<file path="src/rtl/bcd_div_judge_pkg.sv">
// Shared types and constants for the BCD divisibility-game judge.
package bcd_game_pkg;

    typedef enum logic [2:0] {
        ST_IDLE,
        ST_EVAL,
        ST_PLAY,
        ST_SCORE,
        ST_REPORT
    } state_t;

    localparam int unsigned MAX_TESTS = 6;

    // Entry i is the divisor checked by test bit i.
    localparam logic [MAX_TESTS-1:0][3:0] DIV = {4'd9, 4'd5, 4'd11, 4'd7, 4'd3, 4'd2};

    function automatic logic [2:0] popcount(input logic [MAX_TESTS-1:0] v);
        logic [2:0] n;
        n = '0;
        for (int unsigned i = 0; i < MAX_TESTS; i++) begin
            n = n + {2'b00, v[i]};
        end
        return n;
    endfunction

endpackage

</file>
<file path="src/rtl/bcd_div_judge_if.sv">
// Game-side bus of the divisibility judge: operand, player controls and score outputs.
interface bcd_div_judge_if #(
    parameter int unsigned NUM_DIGITS = 4,
    parameter int unsigned NUM_TESTS  = 4,
    parameter int unsigned SCORE_W    = 7
);

    logic [4*NUM_DIGITS-1:0] Digits_In;
    logic                    Game_Start;
    logic                    Load_Input;
    logic                    Timeout;
    logic [NUM_TESTS-1:0]    Player_Input;
    logic                    Partial_Mode;
    logic [SCORE_W-1:0]      Score;
    logic [SCORE_W-1:0]      Rounds;
    logic [NUM_TESTS-1:0]    LEDs;
    logic                    Score_Req;
    logic                    Busy;
    logic                    Bcd_Err;

    modport master (
        output Digits_In, Game_Start, Load_Input, Timeout, Player_Input, Partial_Mode,
        input  Score, Rounds, LEDs, Score_Req, Busy, Bcd_Err
    );

    modport slave (
        input  Digits_In, Game_Start, Load_Input, Timeout, Player_Input, Partial_Mode,
        output Score, Rounds, LEDs, Score_Req, Busy, Bcd_Err
    );

endinterface

</file>
<file path="src/rtl/bcd_div_judge_mod_step.sv">
// One Horner residue stepper: r <= (r*10 + d) mod DIVISOR, one digit per enabled cycle.
module bcd_mod_step #(
    parameter logic [3:0] DIVISOR = 4'd2
) (
    input  logic       clk,
    input  logic       reset,
    input  logic       clr_i,
    input  logic       en_i,
    input  logic [3:0] digit_i,
    output logic [3:0] nxt_o
);

    logic [3:0] res_q, res_d;
    logic [6:0] acc;
    logic [6:0] rem;

    // nxt_o is the post-step residue so the caller can judge on the final digit's edge.
    always_comb begin
        acc   = {3'b000, res_q} * 7'd10 + {3'b000, digit_i};
        rem   = acc % {3'b000, DIVISOR};
        nxt_o = rem[3:0];
        res_d = res_q;
        if (clr_i) begin
            res_d = '0;
        end else if (en_i) begin
            res_d = nxt_o;
        end
    end

    always_ff @(posedge clk or negedge reset) begin
        if (!reset) begin
            res_q <= '0;
        end else begin
            res_q <= res_d;
        end
    end

endmodule

</file>
<file path="src/rtl/bcd_div_judge.sv">
// Divisibility-game judge: snapshots a BCD operand, evaluates divisor tests serially and scores guesses.
module bcd_div_judge
    import bcd_game_pkg::*;
#(
    parameter int unsigned NUM_DIGITS = 4,
    parameter int unsigned NUM_TESTS  = 4,
    parameter int unsigned SCORE_W    = 7
) (
    input logic            clk,
    input logic            reset,
    bcd_div_judge_if.slave bus
);

    localparam int unsigned     OP_W     = 4 * NUM_DIGITS;
    localparam int unsigned     IDX_W    = $clog2(NUM_DIGITS);
    localparam logic [IDX_W-1:0] LAST_IDX = IDX_W'(NUM_DIGITS - 1);

    state_t               state_q, state_d;
    logic [OP_W-1:0]      shift_q, shift_d;
    logic [IDX_W-1:0]     idx_q, idx_d;
    logic [SCORE_W-1:0]   score_q, score_d;
    logic [SCORE_W-1:0]   rounds_q, rounds_d;
    logic [NUM_TESTS-1:0] leds_q, leds_d;
    logic [NUM_TESTS-1:0] result_q, result_d;
    logic [NUM_TESTS-1:0] guess_q, guess_d;
    logic                 bcd_err_q, bcd_err_d;
    logic                 req_q, req_d;
    logic                 busy_q, busy_d;

    logic                 capture;
    logic                 step_en;
    logic [3:0]           digit;
    logic [3:0]           nxt [NUM_TESTS];
    logic [NUM_TESTS-1:0] hit;
    logic                 bad_digit;
    logic [MAX_TESTS-1:0] agree;
    logic [2:0]           inc;
    logic [SCORE_W:0]     sum;

    assign digit = shift_q[OP_W-1 -: 4];

    for (genvar g = 0; g < NUM_TESTS; g++) begin : g_step
        bcd_mod_step #(.DIVISOR(DIV[g])) u_step (
            .clk     (clk),
            .reset   (reset),
            .clr_i   (capture),
            .en_i    (step_en),
            .digit_i (digit),
            .nxt_o   (nxt[g])
        );
    end

    always_comb begin
        hit = '0;
        for (int unsigned i = 0; i < NUM_TESTS; i++) begin
            hit[i] = (nxt[i] == 4'd0);
        end
        bad_digit = 1'b0;
        for (int unsigned i = 0; i < NUM_DIGITS; i++) begin
            if (bus.Digits_In[4*i +: 4] > 4'd9) begin
                bad_digit = 1'b1;
            end
        end
        agree                 = '0;
        agree[NUM_TESTS-1:0]  = ~(guess_q ^ result_q);
        inc = bus.Partial_Mode ? popcount(agree) : {2'b00, (guess_q == result_q)};
        // One spare bit catches the carry before saturating.
        sum = {1'b0, score_q} + (SCORE_W + 1)'(inc);
    end

    always_comb begin
        state_d   = state_q;
        shift_d   = shift_q;
        idx_d     = idx_q;
        score_d   = score_q;
        rounds_d  = rounds_q;
        leds_d    = leds_q;
        result_d  = result_q;
        guess_d   = guess_q;
        bcd_err_d = bcd_err_q;
        capture   = 1'b0;
        step_en   = 1'b0;

        case (state_q)
            ST_IDLE: begin
                score_d  = '0;
                rounds_d = '0;
                leds_d   = '0;
                result_d = '0;
                if (bus.Game_Start) begin
                    capture = 1'b1;
                    state_d = ST_EVAL;
                end
            end
            ST_EVAL: begin
                step_en = 1'b1;
                shift_d = shift_q << 4;
                idx_d   = idx_q + IDX_W'(1);
                if (!bus.Timeout) begin
                    state_d = ST_REPORT;
                end else if (idx_q == LAST_IDX) begin
                    result_d = bcd_err_q ? '0 : hit;
                    state_d  = ST_PLAY;
                end
            end
            ST_PLAY: begin
                if (bus.Load_Input) begin
                    guess_d = bus.Player_Input;
                    state_d = ST_SCORE;
                end else if (!bus.Timeout) begin
                    state_d = ST_REPORT;
                end
            end
            ST_SCORE: begin
                leds_d = result_q;
                if (rounds_q != '1) begin
                    rounds_d = rounds_q + SCORE_W'(1);
                end
                score_d = sum[SCORE_W] ? '1 : sum[SCORE_W-1:0];
                if (!bus.Timeout) begin
                    state_d = ST_REPORT;
                end else begin
                    capture = 1'b1;
                    state_d = ST_EVAL;
                end
            end
            ST_REPORT: begin
                if (bus.Load_Input) begin
                    score_d  = '0;
                    rounds_d = '0;
                    leds_d   = '0;
                    result_d = '0;
                    state_d  = ST_IDLE;
                end
            end
            default: state_d = ST_IDLE;
        endcase

        if (capture) begin
            shift_d   = bus.Digits_In;
            idx_d     = '0;
            bcd_err_d = bad_digit;
        end

        busy_d = (state_d == ST_EVAL);
        req_d  = (state_d == ST_REPORT) && (state_q != ST_REPORT);
    end

    always_ff @(posedge clk or negedge reset) begin
        if (!reset) begin
            state_q   <= ST_IDLE;
            shift_q   <= '0;
            idx_q     <= '0;
            score_q   <= '0;
            rounds_q  <= '0;
            leds_q    <= '0;
            result_q  <= '0;
            guess_q   <= '0;
            bcd_err_q <= 1'b0;
            req_q     <= 1'b0;
            busy_q    <= 1'b0;
        end else begin
            state_q   <= state_d;
            shift_q   <= shift_d;
            idx_q     <= idx_d;
            score_q   <= score_d;
            rounds_q  <= rounds_d;
            leds_q    <= leds_d;
            result_q  <= result_d;
            guess_q   <= guess_d;
            bcd_err_q <= bcd_err_d;
            req_q     <= req_d;
            busy_q    <= busy_d;
        end
    end

    assign bus.Score     = score_q;
    assign bus.Rounds    = rounds_q;
    assign bus.LEDs      = leds_q;
    assign bus.Score_Req = req_q;
    assign bus.Busy      = busy_q;
    assign bus.Bcd_Err   = bcd_err_q;

endmodule

</file>
<file path="src/flat_wrapper.sv">
// flat-port wrapper written by rule: the top's interface ports become plain ports
module bcd_div_judge_flat import bcd_game_pkg::*;
#(
    parameter int unsigned NUM_DIGITS = 4,
    parameter int unsigned NUM_TESTS  = 4,
    parameter int unsigned SCORE_W    = 7
)
  (clk, reset, bus_Digits_In, bus_Game_Start, bus_Load_Input, bus_Timeout, bus_Player_Input, bus_Partial_Mode, bus_Score, bus_Rounds, bus_LEDs, bus_Score_Req, bus_Busy, bus_Bcd_Err);
  bcd_div_judge_if #(.NUM_DIGITS(NUM_DIGITS), .NUM_TESTS(NUM_TESTS), .SCORE_W(SCORE_W)) bus_i ();
  input logic clk;
  input logic reset;
  input wire logic [$bits(bus_i.Digits_In)-1:0] bus_Digits_In;
  input wire logic [$bits(bus_i.Game_Start)-1:0] bus_Game_Start;
  input wire logic [$bits(bus_i.Load_Input)-1:0] bus_Load_Input;
  input wire logic [$bits(bus_i.Timeout)-1:0] bus_Timeout;
  input wire logic [$bits(bus_i.Player_Input)-1:0] bus_Player_Input;
  input wire logic [$bits(bus_i.Partial_Mode)-1:0] bus_Partial_Mode;
  output wire logic [$bits(bus_i.Score)-1:0] bus_Score;
  output wire logic [$bits(bus_i.Rounds)-1:0] bus_Rounds;
  output wire logic [$bits(bus_i.LEDs)-1:0] bus_LEDs;
  output wire logic [$bits(bus_i.Score_Req)-1:0] bus_Score_Req;
  output wire logic [$bits(bus_i.Busy)-1:0] bus_Busy;
  output wire logic [$bits(bus_i.Bcd_Err)-1:0] bus_Bcd_Err;
  assign bus_i.Digits_In = bus_Digits_In;
  assign bus_i.Game_Start = bus_Game_Start;
  assign bus_i.Load_Input = bus_Load_Input;
  assign bus_i.Timeout = bus_Timeout;
  assign bus_i.Player_Input = bus_Player_Input;
  assign bus_i.Partial_Mode = bus_Partial_Mode;
  assign bus_Score = bus_i.Score;
  assign bus_Rounds = bus_i.Rounds;
  assign bus_LEDs = bus_i.LEDs;
  assign bus_Score_Req = bus_i.Score_Req;
  assign bus_Busy = bus_i.Busy;
  assign bus_Bcd_Err = bus_i.Bcd_Err;
  bcd_div_judge #(.NUM_DIGITS(NUM_DIGITS), .NUM_TESTS(NUM_TESTS), .SCORE_W(SCORE_W)) u_core (.clk(clk), .reset(reset), .bus(bus_i));
endmodule
</file>
<file path="config.mk">
export PLATFORM = sky130hd
export DESIGN_NAME = bcd_div_judge_flat
export DESIGN_NICKNAME = d
export VERILOG_FILES = /design/src/rtl/bcd_div_judge_pkg.sv /design/src/rtl/bcd_div_judge_if.sv /design/src/rtl/bcd_div_judge_mod_step.sv /design/src/rtl/bcd_div_judge.sv /design/src/flat_wrapper.sv
export SDC_FILE = /design/constraint.sdc
export NUM_CORES = 1
export LEC_CHECK = 0
export CORE_MARGIN = 2
export CORE_UTILIZATION = 65
export DETAILED_ROUTE_END_ITERATION = 10
export PLACE_DENSITY = 0.91
export SLEW_MARGIN = 20
export SYNTH_ARGS = -nofsm -noshare
export SYNTH_HDL_FRONTEND = slang
export SYNTH_HIERARCHICAL = 1
export SYNTH_SLANG_ARGS = --single-unit
</file>
<file path="constraint.sdc">
create_clock -name clk -period 16.25 [get_ports clk]
set_input_delay 1.625 -clock clk [delete_from_list [all_inputs] [get_ports clk]]
set_output_delay 1.625 -clock clk [all_outputs]
set_load 0.01 [all_outputs]
</file>
### Word-level counts from Yosys, hierarchy flattened

Cells that the tools add are included.

| word-level totals | value |
|---|---|
| bits in registers | 62 |
| bits of input ports | 26 |
| output and inout port bits | 21 |
| word-level logic and storage cells | 102 |

| cells by class | value |
|---|---|
| add/sub/neg operators | 10 |
| multiply operators | 3 |
| divide/modulo/power cells | 3 |
| order comparisons | 4 |
| equal/unequal tests | 14 |
| mux-type cells | 38 |
| bitwise operators | 2 |
| reductions and logical operators | 14 |

Operators by type and width:

| kind | number |
|---|---|
| $pmux 7 s3 | 2 |
| $mux 4 | 10 |
| $mux 16 | 2 |
| $mux 3 | 8 |
| $pmux 4 s3 | 2 |
| $add 7x4->7 | 3 |
| $mux 7 | 3 |
| $mul 4x3->6 const B | 3 |
| $gt 4x4->1 const B | 4 |
| $logic_not 4->1 | 4 |
| $pmux 3 s5 | 1 |
| $add 7x3->8 | 1 |
| $add 7x1->7 const B | 1 |
| $mod 7x2->7 const B | 1 |
| $mod 7x3->7 const B | 1 |
| $mod 7x4->7 const B | 1 |
| $mux 1 | 7 |
| $ne 7x7->1 const B | 1 |
| $add 3x1->3 | 2 |
| $eq 3x1->1 const B | 2 |
| $eq 3x2->1 const B | 2 |
| $eq 3x3->1 const B | 2 |
| $reduce_bool 3->1 | 2 |
| $eq 4x4->1 | 1 |
| 17 further kinds | 22 |

### Logic depth before layout (Yosys ltp)

Gate-level depths: netlist of run 1.

| depth | value |
|---|---|
| depth after elaboration | 9 |
| gate-level depth with buffers | 23 |
| gate-level depth less buffers | 21 |

### Modules after synthesis

Netlist of run 1, hierarchy kept.

Modules (own cells, without submodules):

| module | instances | cells each | area an instance (sq um) | sequential area each (sq um) |
|---|---|---|---|---|
| bcd_div_judge | 1 | 239 | 2534.9 | 1251.2 |
| bcd_mod_step at u_core.g_step[3].u_step | 1 | 185 | 1545.2 | 100.1 |
| bcd_mod_step at u_core.g_step[2].u_step | 1 | 159 | 1351.3 | 100.1 |
| bcd_mod_step at u_core.g_step[1].u_step | 1 | 129 | 1029.7 | 100.1 |
| bcd_mod_step at u_core.g_step[0].u_step | 1 | 5 | 33.8 | 0.0 |

### Worst setup path before layout of run 1

No wires, ideal clock.

| timing path | value |
|---|---|
| path kind | reg2reg |
| from | reg u_core.g_step[3].u_step.res_q[3] |
| to | reg u_core.result_q[3] |
| library setup time | 64 ps |
| arrival time | 5081 ps |
| data required time | 16186 ps |
| setup slack | 11105 ps |
| cell stages (with the launch flop) | 24 |
| path buffers | 2 |
| clock period less this slack | 5145 ps |
| path through | dfrtp_1 > ha_1 > ha_1 > fa_1 > buf_6 > or2b_2 > o221a_2 > clkbuf_1 > nand2b_1 > nand2_1 > a211oi_2 > a211oi_4 > ha_1 > nand2b_1 > a221o_1 > o32ai_1 > nand3_1 > xnor2_1 > o21ai_2 > nand4_1 > nand2_1 > or4_1 > nor3_1 > mux2_2 |

RTL lines:

| item | RTL line | source |
|---|---|---|
| from (decl) | bcd_div_judge_mod_step.sv:13 | `logic [3:0] res_q, res_d;` |
| from (signal assigned) | bcd_div_judge_mod_step.sv:34 | `res_q <= res_d;` |
| to (signal assigned) | bcd_div_judge.sv:169 | `result_q <= result_d;` |
| to (decl) | bcd_div_judge.sv:24 | `logic [NUM_TESTS-1:0] result_q, result_d;` |

==> impl_metrics.json, run 1 <==
{
  "cts_tree": "done",
  "clockBufferDepth": 2,
  "arrival_ps": 6460,
  "drt_wl_total_um": 16270,
  "cp_top_family": "simple AND/OR/NAND/NOR gates",
  "drtAntennaViolNets": 0,
  "ctsHtreeMaxLevel": 3,
  "numClockSinks": 62,
  "end_kind": "flop",
  "critPathRequiredTime_ps": 16530,
  "insertion_delay_ps": 340,
  "die_w_um": 104.0,
  "netlist_area_mm2": 0.006495,
  "vias": 5993,
  "drive_above_1_share_pct": 15.61,
  "fin_crit_sh_pct": 38.04,
  "post_cts_buffers": 0,
  "hp-start": "u_core/shift_q[9]$_DFFE_PN0P_",
  "slew_headroom_pct": 40.89,
  "hold_depth": 1,
  "grt_pass1_vias": 5867,
  "vias_per_cell": 6.841,
  "regToRegSetupSlack_ps": 10070,
  "nets": 807,
  "ys_types": 126,
  "fin_cells": 876,
  "drv_slew": 0,
  "synth_common_cells": "dfrtp_1, nand2_1, nor2_1",
  "fin_area_mm2": 0.007028,
  "cp.buffers_inverters": 1,
  "setup_viol": 0,
  "numCtsBuffers": 9,
  "clock.fmax_ghz": 0.1618,
  "path_depth": 21,
  "synth_top_area_share_pct": 23.89,
  "cp_cell_sequence": "ha_1 > ha_1 > fa_1 > xor2_1 > nor3_1 > o21ai_0 > nand2_4 > a211oi_2 > a211oi_4 > ha_1 > nand2b_1 > a221o_1 > o32ai_1 > nand3_1 > xnor2_1 > nor2_1 > mux2i_1 > inv_1 > or4_1 > nor3_1 > mux2_2",
  "synthFlopType": "dfrtp_1",
  "gp_congestion": 0.9187,
  "synth_edf_count": 0,
  "synthCells": 717,
  "avgSynthCellArea_um2": 9.059,
  "io_pins": 47,
  "finalClockSkew_ps": 7.513,
  "r2r-end": "u_core/result_q[3]$_DFFE_PN0P_",
  "min_period_ps": 6181,
  "ctsRootBufferMaster": "clkbuf_8",
  "worst_pin_slew_ps": 883.6,
  "r2r_start": "u_core/g_step[3].u_step/res_q[1]$_DFFE_PN0P_",
  "cts_hold_buf": 0,
  "coreArea_mm2": 0.009729,
  "yosysMostFrequentCell": "dfrtp_1",
  "worst-path-max-fanout": 12,
  "grt_pass1_wl_um": 26870,
  "reg2regPathDepth": 21,
  "setup.worst_path.class": "reg2reg",
  "yosysWarnings": 6,
  "synth_area_leaders": "dfrtp_1, ha_1, nand2_1",
  "hold_path_class": "reg2reg",
  "dp_cells": 861,
  "dp_hpwl_um": 11430,
  "hold_end": "u_core/shift_q[9]$_DFFE_PN0P_",
  "critPathSlowestCell": "xor2_1",
  "antenna_found_initial": 0,
  "row_count": 36,
  "seq_area_frac_synth_pct": 23.89,
  "slowest_delay_ps": 690,
  "rsz0062_at_grt": "false",
  "drc_errors": 0,
  "cap_violations": 0,
  "clkTransAtPathRegs_ps": 70,
  "diodes": 0,
  "drtIter0Drc": 480,
  "placed_cell_area_mm2": 0.006827,
  "fp.dieH_um": 104.0,
  "grt_start_max_net_pins": 63,
  "start_util_pct": 66.76,
  "crit_path_frequent_cell": "ha_1",
  "portBuffers": 46,
  "async_flop_share_pct": 100.0,
  "route.detailed.wl_per_inst_um": 18.57,
  "grt-ovfl-total": 0,
  "critPathLaunchType": "flop",
  "grt_usage_pct": 29.37,
  "syn2layout_area_growth_pct": 8.207,
  "synth_seq_cells": 62,
  "setup_tns_ps": 0,
  "finalHoldViolations": 0,
  "yosysTopAreaCell": "dfrtp_1",
  "dieArea_mm2": 0.01081,
  "first_pass_iters": 6,
  "status": "finished clean",
  "cts_resized": 0
}
## state kept, by name, indices dropped and copies added, names as in the netlist, 3 cells and up
signal,count
u_core/bus.LEDs,4
u_core/guess_q,4
u_core/result_q,4
u_core/shift_q,16
u_core/state_q,3
u_core/bus.Score,7
u_core/bus.Rounds,7
u_core/g_step.u_step/res_q,12
## metal layers
layer	track usage (%)	routed length [um]	vias to the layer above
met4	10.33	350	0
met5	0	0	-
met2	49.25	8038	272
met1	39.05	6874	2900
met3	4.073	1003	42
li1	-	-	2779
## stage by stage
stage	util [%]	hold slack (ps)	setup WS, ps
after floorplan	-	448.4	11100
after global placement	70.16	458.8	10560
after detailed placement	70.16	471.0	10290
after CTS	71.95	489.2	10210
after global routing	72.24	503.4	9710
final	72.24	488.4	10070
## worst max path at each step
stage,from,end,slack (ps)
5_1_grt,u_core/g_step[3].u_step/res_q[3]$_DFFE_PN0P_,u_core/result_q[3]$_DFFE_PN0P_,9710
4_1_cts,u_core/g_step[3].u_step/res_q[3]$_DFFE_PN0P_,u_core/result_q[3]$_DFFE_PN0P_,10210
3_5_place_dp,u_core/g_step[3].u_step/res_q[3]$_DFFE_PN0P_,u_core/result_q[3]$_DFFE_PN0P_,10290
3_3_place_gp,u_core/g_step[3].u_step/res_q[3]$_DFFE_PN0P_,u_core/result_q[3]$_DFFE_PN0P_,10560
2_1_floorplan,u_core/g_step[3].u_step/res_q[3]$_DFFE_PN0P_,u_core/result_q[3]$_DFFE_PN0P_,11100
6_report,u_core/g_step[3].u_step/res_q[1]$_DFFE_PN0P_,u_core/result_q[3]$_DFFE_PN0P_,10070
## cell usage in the layout, fill, tap and decap left out, types with 24 or more instances in the layout
master / instances
nor3_1: 29
nor2_1: 51
dfrtp_1: 62
inv_1: 24
o21ai_0: 36
clkdlybuf4s50_1: 45
nand2_1: 56
nand3_1: 28
a21oi_1: 24
ha_1: 33
## cells by family (layout without fill, tap and decap cells)
logic type | count (synthesis) | in the layout | share of synthesized area (%)
other | 1 | 3 | 0.05774
buffers and inverters | 63 | 87 | 6.145
DFF | 62 | 62 | 23.89
adders and majority gates | 41 | 41 | 8.823
muxes | 21 | 21 | 3.853
and+or+nand+nor | 268 | 268 | 22.77
AOI/OAI and AO/OA | 235 | 235 | 29.78
xor gates and xnor gates | 26 | 26 | 4.681
## worst register-to-register path, stage by stage (launching register included)
cell and delay, ps:
dfrtp_1 450, ha_1 320, ha_1 210, fa_1 450, xor2_1 690, nor3_1 210
o21ai_0 430, nand2_4 140, a211oi_2 290, a211oi_4 80, ha_1 250, nand2b_1 160
a221o_1 270, o32ai_1 130, nand3_1 130, xnor2_1 560, nor2_1 110, mux2i_1 270
inv_1 110, or4_1 480, nor3_1 190, mux2_2 200
## layout make-up
cell class	count	area (um2)
repair buffers	48	490.5
flip-flops and latches	62	1551
inverters	25	93.84
clock buffers	13	168.9
well taps	133	166.4
fillers	703	2701
clock inverters	1	5.005
multi-input cells	594	4552
Power of run 1 is not shown: default switching activity piles up to over one toggle a cycle in this logic, so the estimate is an artifact.
==> inputs of run 2 (changes only) <==
Settings changed: CORE_UTILIZATION 65 to 61, PLACE_DENSITY 0.91 to 0.86.
Clock period 16.25 ns to 6 ns, I/O delays scaled along.
==> run 2 against run 1 <==
Register-to-register slack lost 9700 ps. Utilization fell by 3.1 points. Via count is 0.67% lower.
==> impl_metrics.json, run 2 (same netlist as run 1, synthesis figures left out) <==
{
  "fin_crit_sh_pct": 93.05,
  "numCtsBuffers": 9,
  "drive_above_1_share_pct": 16.76,
  "clkTransAtPathRegs_ps": 70,
  "rsz0062_at_grt": "false",
  "route.detailed.wl_per_inst_um": 17.84,
  "fp.dieH_um": 107.2,
  "arrival_ps": 5860,
  "drv_slew": 0,
  "final_cell_mix": "dfrtp_1, nand2_1, nor2_1, clkdlybuf4s50_1, o21ai_0",
  "io_pins": 47,
  "end_kind": "flop",
  "clockBufferDepth": 2,
  "dieArea_mm2": 0.01149,
  "hold_path_class": "in2async",
  "cts_hold_buf": 0,
  "min_period_ps": 5583,
  "cts_tree": "done",
  "final_core_util_pct": 69.17,
  "critPathLaunchType": "flop",
  "numClockSinks": 62,
  "post_cts_buffers": 0,
  "antenna_found_initial": 0,
  "drc_errors": 0,
  "die_w_um": 107.2,
  "dp_hpwl_um": 11500,
  "top_register": "u_core/shift_q",
  "cts_resized": 0,
  "worst_pin_slew_ps": 783.4,
  "vias_per_cell": 6.704,
  "slew_headroom_pct": 47.78,
  "placed_cell_area_mm2": 0.006883,
  "cap_violations": 0,
  "mostFrequentLayoutCell": "dfrtp_1",
  "grt_pass1_vias": 5633,
  "worst-path-max-fanout": 9,
  "drtIter0Drc": 486,
  "grt-ovfl-total": 0,
  "finalHoldViolations": 0,
  "ctsRootBufferMaster": "clkbuf_8",
  "syn2layout_area_growth_pct": 9.940,
  "start_util_pct": 62.91,
  "gp_congestion": 0.9716,
  "drt_wl_total_um": 15840,
  "setup_viol": 0,
  "setup_tns_ps": 0,
  "insertion_delay_ps": 330,
  "grt_usage_pct": 28.46,
  "diodes": 0,
  "critPathRequiredTime_ps": 6270,
  "grt_pass1_wl_um": 26770,
  "grt_start_max_net_pins": 63,
  "reg2regPathDepth": 21,
  "portBuffers": 46,
  "setup.worst_path.class": "reg2reg",
  "finalClockSkew_ps": 8.822,
  "vias": 5953,
  "fin_area_mm2": 0.007141,
  "ctsHtreeMaxLevel": 3,
  "drtAntennaViolNets": 0,
  "nets": 814,
  "row_count": 37,
  "first_pass_iters": 7,
  "largest_reg_flops": 16,
  "coreArea_mm2": 0.01032,
  "status": "finished clean",
  "clock.fmax_ghz": 0.1791,
  "reg_top3": "u_core/shift_q x16, u_core/g_step.u_step/res_q x12"
}
run 2: changes by cell type in the layout (fill, tap and decap cells not counted), moves of 2 or more:
| cell | previous run | this run |
|---|---|---|
| buf_4 | 1 | 8 |
| xor2_2 | 3 | 1 |
| clkinv_2 | 1 | 3 |
| xor2_4 | 0 | 2 |
run 2: through the flow:
step	setup WS, ps	hold WS, ps	instances
floorplan	854.9	304.4	719
global placement	578.4	457.4	871
detailed placement	450.7	465.5	871
CTS	390.0	443.1	887
global route	33.45	473.7	888
finish	417.2	405.3	888
run 2: layout make-up:
class / count / area [um2]
Tap cell: 136 / 170.2
Inverter: 25 / 93.84
Timing Repair Buffer: 55 / 543.0
Sequential cell: 62 / 1551
Clock buffer: 12 / 155.1
Clock inverter: 4 / 45.04
Fill cell: 747 / 3183
Multi-Input combinational cell: 594 / 4582
run 2: worst max-delay path, cell delays in order (launching register included):
cell and delay, ps:
dfrtp_1 520, ha_1 300, ha_1 210, fa_1 480, xnor2_2 350, nor2_1 130, a211oi_4 430, and3_1 360
nand3_1 110, and3_1 220, a21oi_1 110, ha_1 240, nand2b_1 160, nor3_1 50, nand4_1 90, a31oi_1 120
a211o_1 300, nor4_1 340, nor2_1 60, or4_1 550, nor3_1 190, mux2_2 200
run 2: final timing paths:
path	from	to	slack [ps]
setup / recovery	u_core/g_step[1].u_step/res_q[3]$_DFFE_PN0P_	u_core/result_q[1]$_DFFE_PN0P_	420
hold / removal	reset	u_core/bus.Rounds[0]$_DFFE_PN0P_	410
setup reg to reg	u_core/g_step[1].u_step/res_q[3]$_DFFE_PN0P_	u_core/result_q[1]$_DFFE_PN0P_	420
hold reg to reg	u_core/shift_q[10]$_DFFE_PN0P_	u_core/shift_q[10]$_DFFE_PN0P_	480
max in group asynchronous	reset	u_core/shift_q[9]$_DFFE_PN0P_	5060
min in group clk	u_core/shift_q[10]$_DFFE_PN0P_	u_core/shift_q[10]$_DFFE_PN0P_	480
run 2: metal layers:
layer,track usage (%),wire length [um]
met4,9.647,344
met1,39.15,6914
met5,0,0
met3,3.769,904
met2,46.25,7675
Power of run 2 is left out for the same reason.
==> inputs of run 3 (changes only) <==
Settings changed: CTS_BUF_LIST set to sky130_fd_sc_hd__clkbuf_4 sky130_fd_sc_hd__clkbuf_8 sky130_fd_sc_hd__clkbuf_16.
==> run 3 against run 2 <==
Final cell count is the same. Count of clock-buffer cells in the layout is the same. Register-to-register slack improved by 20 ps. Clock skew decreased by 0.66 ps. Critical path type unchanged. Utilization shrank 0.18 points. Highest routed layer unchanged. Via count shrank 0.17%. Final area shrank 0.26%. Critical path depth is the same.
==> impl_metrics.json, run 3 (same netlist as run 1, synthesis figures left out) <==
{
  "portBuffers": 46,
  "grt_start_max_net_pins": 63,
  "min_period_ps": 5561,
  "grt_pass1_wl_um": 26640,
  "dieArea_mm2": 0.01149,
  "drv_slew": 0,
  "row_count": 37,
  "status": "finished clean",
  "ctsRootBufferMaster": "clkbuf_8",
  "crit_path_frequent_cell": "ha_1",
  "hold_path_class": "in2async",
  "fin_crit_sh_pct": 92.68,
  "finalHoldViolations": 0,
  "worst_pin_slew_ps": 765.7,
  "cp_top_family": "simple AND/OR/NAND/NOR gates",
  "end_kind": "flop",
  "grt_usage_pct": 28.36,
  "numCtsBuffers": 9,
  "cp.buffers_inverters": 0,
  "slew_headroom_pct": 48.95,
  "coreArea_mm2": 0.01032,
  "worst-path-max-fanout": 9,
  "dp_hpwl_um": 11500,
  "clkTransAtPathRegs_ps": 70,
  "cp_cell_sequence": "ha_1 > ha_1 > fa_1 > xnor2_2 > nor2_1 > a211oi_4 > and3_1 > nand3_1 > and3_1 > a21oi_1 > ha_1 > nand2b_1 > nor3_1 > nand4_1 > a31oi_1 > a211o_1 > nor4_1 > nor2_1 > or4_1 > nor3_1 > mux2_2",
  "fillers": 749,
  "first_pass_iters": 7,
  "pre_cts_ws_ps": 450.7,
  "vias": 5943,
  "seq_area_mm2": 0.001551,
  "drtAntennaViolNets": 0,
  "multi_input_area_mm2": 0.004559,
  "grt-ovfl-total": 0,
  "die_w_um": 107.2,
  "clock.fmax_ghz": 0.1798,
  "drive_above_1_share_pct": 16.89,
  "antenna_found_initial": 0,
  "setup_viol": 0,
  "reg_top3": "u_core/shift_q x16, u_core/g_step.u_step/res_q x12",
  "final_cell_mix": "dfrtp_1, nand2_1, nor2_1, clkdlybuf4s50_1, o21ai_0",
  "io_pins": 47,
  "insertion_delay_ps": 340,
  "top_register": "u_core/shift_q",
  "cts_hold_buf": 0,
  "nets": 814,
  "route.detailed.wl_per_inst_um": 17.88,
  "critPathRequiredTime_ps": 6280,
  "gp_congestion": 0.9716,
  "fin_ws_ps": 439.0,
  "critPathSlowestCell": "or4_1",
  "setup_tns_ps": 0,
  "ctsHtreeMaxLevel": 3,
  "drc_errors": 0,
  "start_util_pct": 62.91,
  "clockBufferDepth": 2,
  "grt_pass1_vias": 5660,
  "cap_violations": 0,
  "drt_wl_total_um": 15880,
  "drtIter0Drc": 339,
  "fp.dieH_um": 107.2,
  "vias_per_cell": 6.693,
  "slowest_delay_ps": 550,
  "setup.worst_path.class": "reg2reg",
  "critPathLaunchType": "flop",
  "finalClockSkew_ps": 8.158,
  "largest_reg_flops": 16,
  "numClockSinks": 62,
  "mostFrequentLayoutCell": "dfrtp_1",
  "rsz0062_at_grt": "false",
  "arrival_ps": 5840,
  "syn2layout_area_growth_pct": 9.651,
  "diodes": 0,
  "cts_tree": "done"
}
run 3: cell count changes in the layout (fill, tap and decap cells not counted):
cell / change
clkbuf_1: -1
clkbuf_4: +1
xor2_2: +2
xor2_4: -2
run 3: per-layer routing:
layer / part of all wire, % / vias to the layer above / global-route usage [%]
met1: 44 / 2874 / 38.86
met5: 0 / - / 0
met2: 49 / 242 / 46.02
met3: 5.2 / 36 / 3.769
met4: 2.2 / 0 / 10.11
li1: - / 2791 / -
run 3: worst register-to-register path, stage by stage (launching register included):
cell and delay, ps:
dfrtp_1 510, ha_1 300, ha_1 210, fa_1 480, xnor2_2 350, nor2_1 130, a211oi_4 430, and3_1 370
nand3_1 110, and3_1 220, a21oi_1 110, ha_1 240, nand2b_1 160, nor3_1 50, nand4_1 90, a31oi_1 120
a211o_1 300, nor4_1 340, nor2_1 60, or4_1 550, nor3_1 180, mux2_2 190
run 3: path summary, 6_finish.rpt:
path | start | end | slack, ps | cells after the start
setup / recovery | u_core/g_step[1].u_step/res_q[3]$_DFFE_PN0P_ | u_core/result_q[1]$_DFFE_PN0P_ | 440 | 21
hold / removal | reset | u_core/bus.Rounds[0]$_DFFE_PN0P_ | 400 | 2
setup reg to reg | u_core/g_step[1].u_step/res_q[3]$_DFFE_PN0P_ | u_core/result_q[1]$_DFFE_PN0P_ | 440 | 21
hold reg to reg | u_core/shift_q[10]$_DFFE_PN0P_ | u_core/shift_q[10]$_DFFE_PN0P_ | 480 | 1
max in group asynchronous | reset | u_core/g_step[2].u_step/res_q[1]$_DFFE_PN0P_ | 5090 | 2
min in group clk | u_core/shift_q[10]$_DFFE_PN0P_ | u_core/shift_q[10]$_DFFE_PN0P_ | 480 | 1
run 3: through the flow:
stage / utilization, % / hold WS [ps] / instance area [um2] / instances
detailed placement: 66.67 / 465.5 / 6883 / 871
floorplan: - / 304.4 / 6502 / 719
global placement: 66.67 / 457.4 / 6883 / 871
finish: 68.99 / 401.7 / 7122 / 888
CTS: 68.65 / 443.3 / 7087 / 887
global route: 68.99 / 467.7 / 7122 / 888
run 3: timing repair:
action / CTS / global route
setup buffers: 0 / 0
resized for setup: 0 / 1
endpoints found under the setup margin: 0 / 1
run 3: layout make-up:
class                           instances  area share (%)
Multi-Input combinational cell        594           64.02
Inverter                               25           1.318
Sequential cell                        62           21.78
Timing Repair Buffer                   55           7.625
Clock inverter                          4          0.6325
Clock buffer                           12           2.231
Tap cell                              136           2.389
Power of run 3 is left out for the same reason.
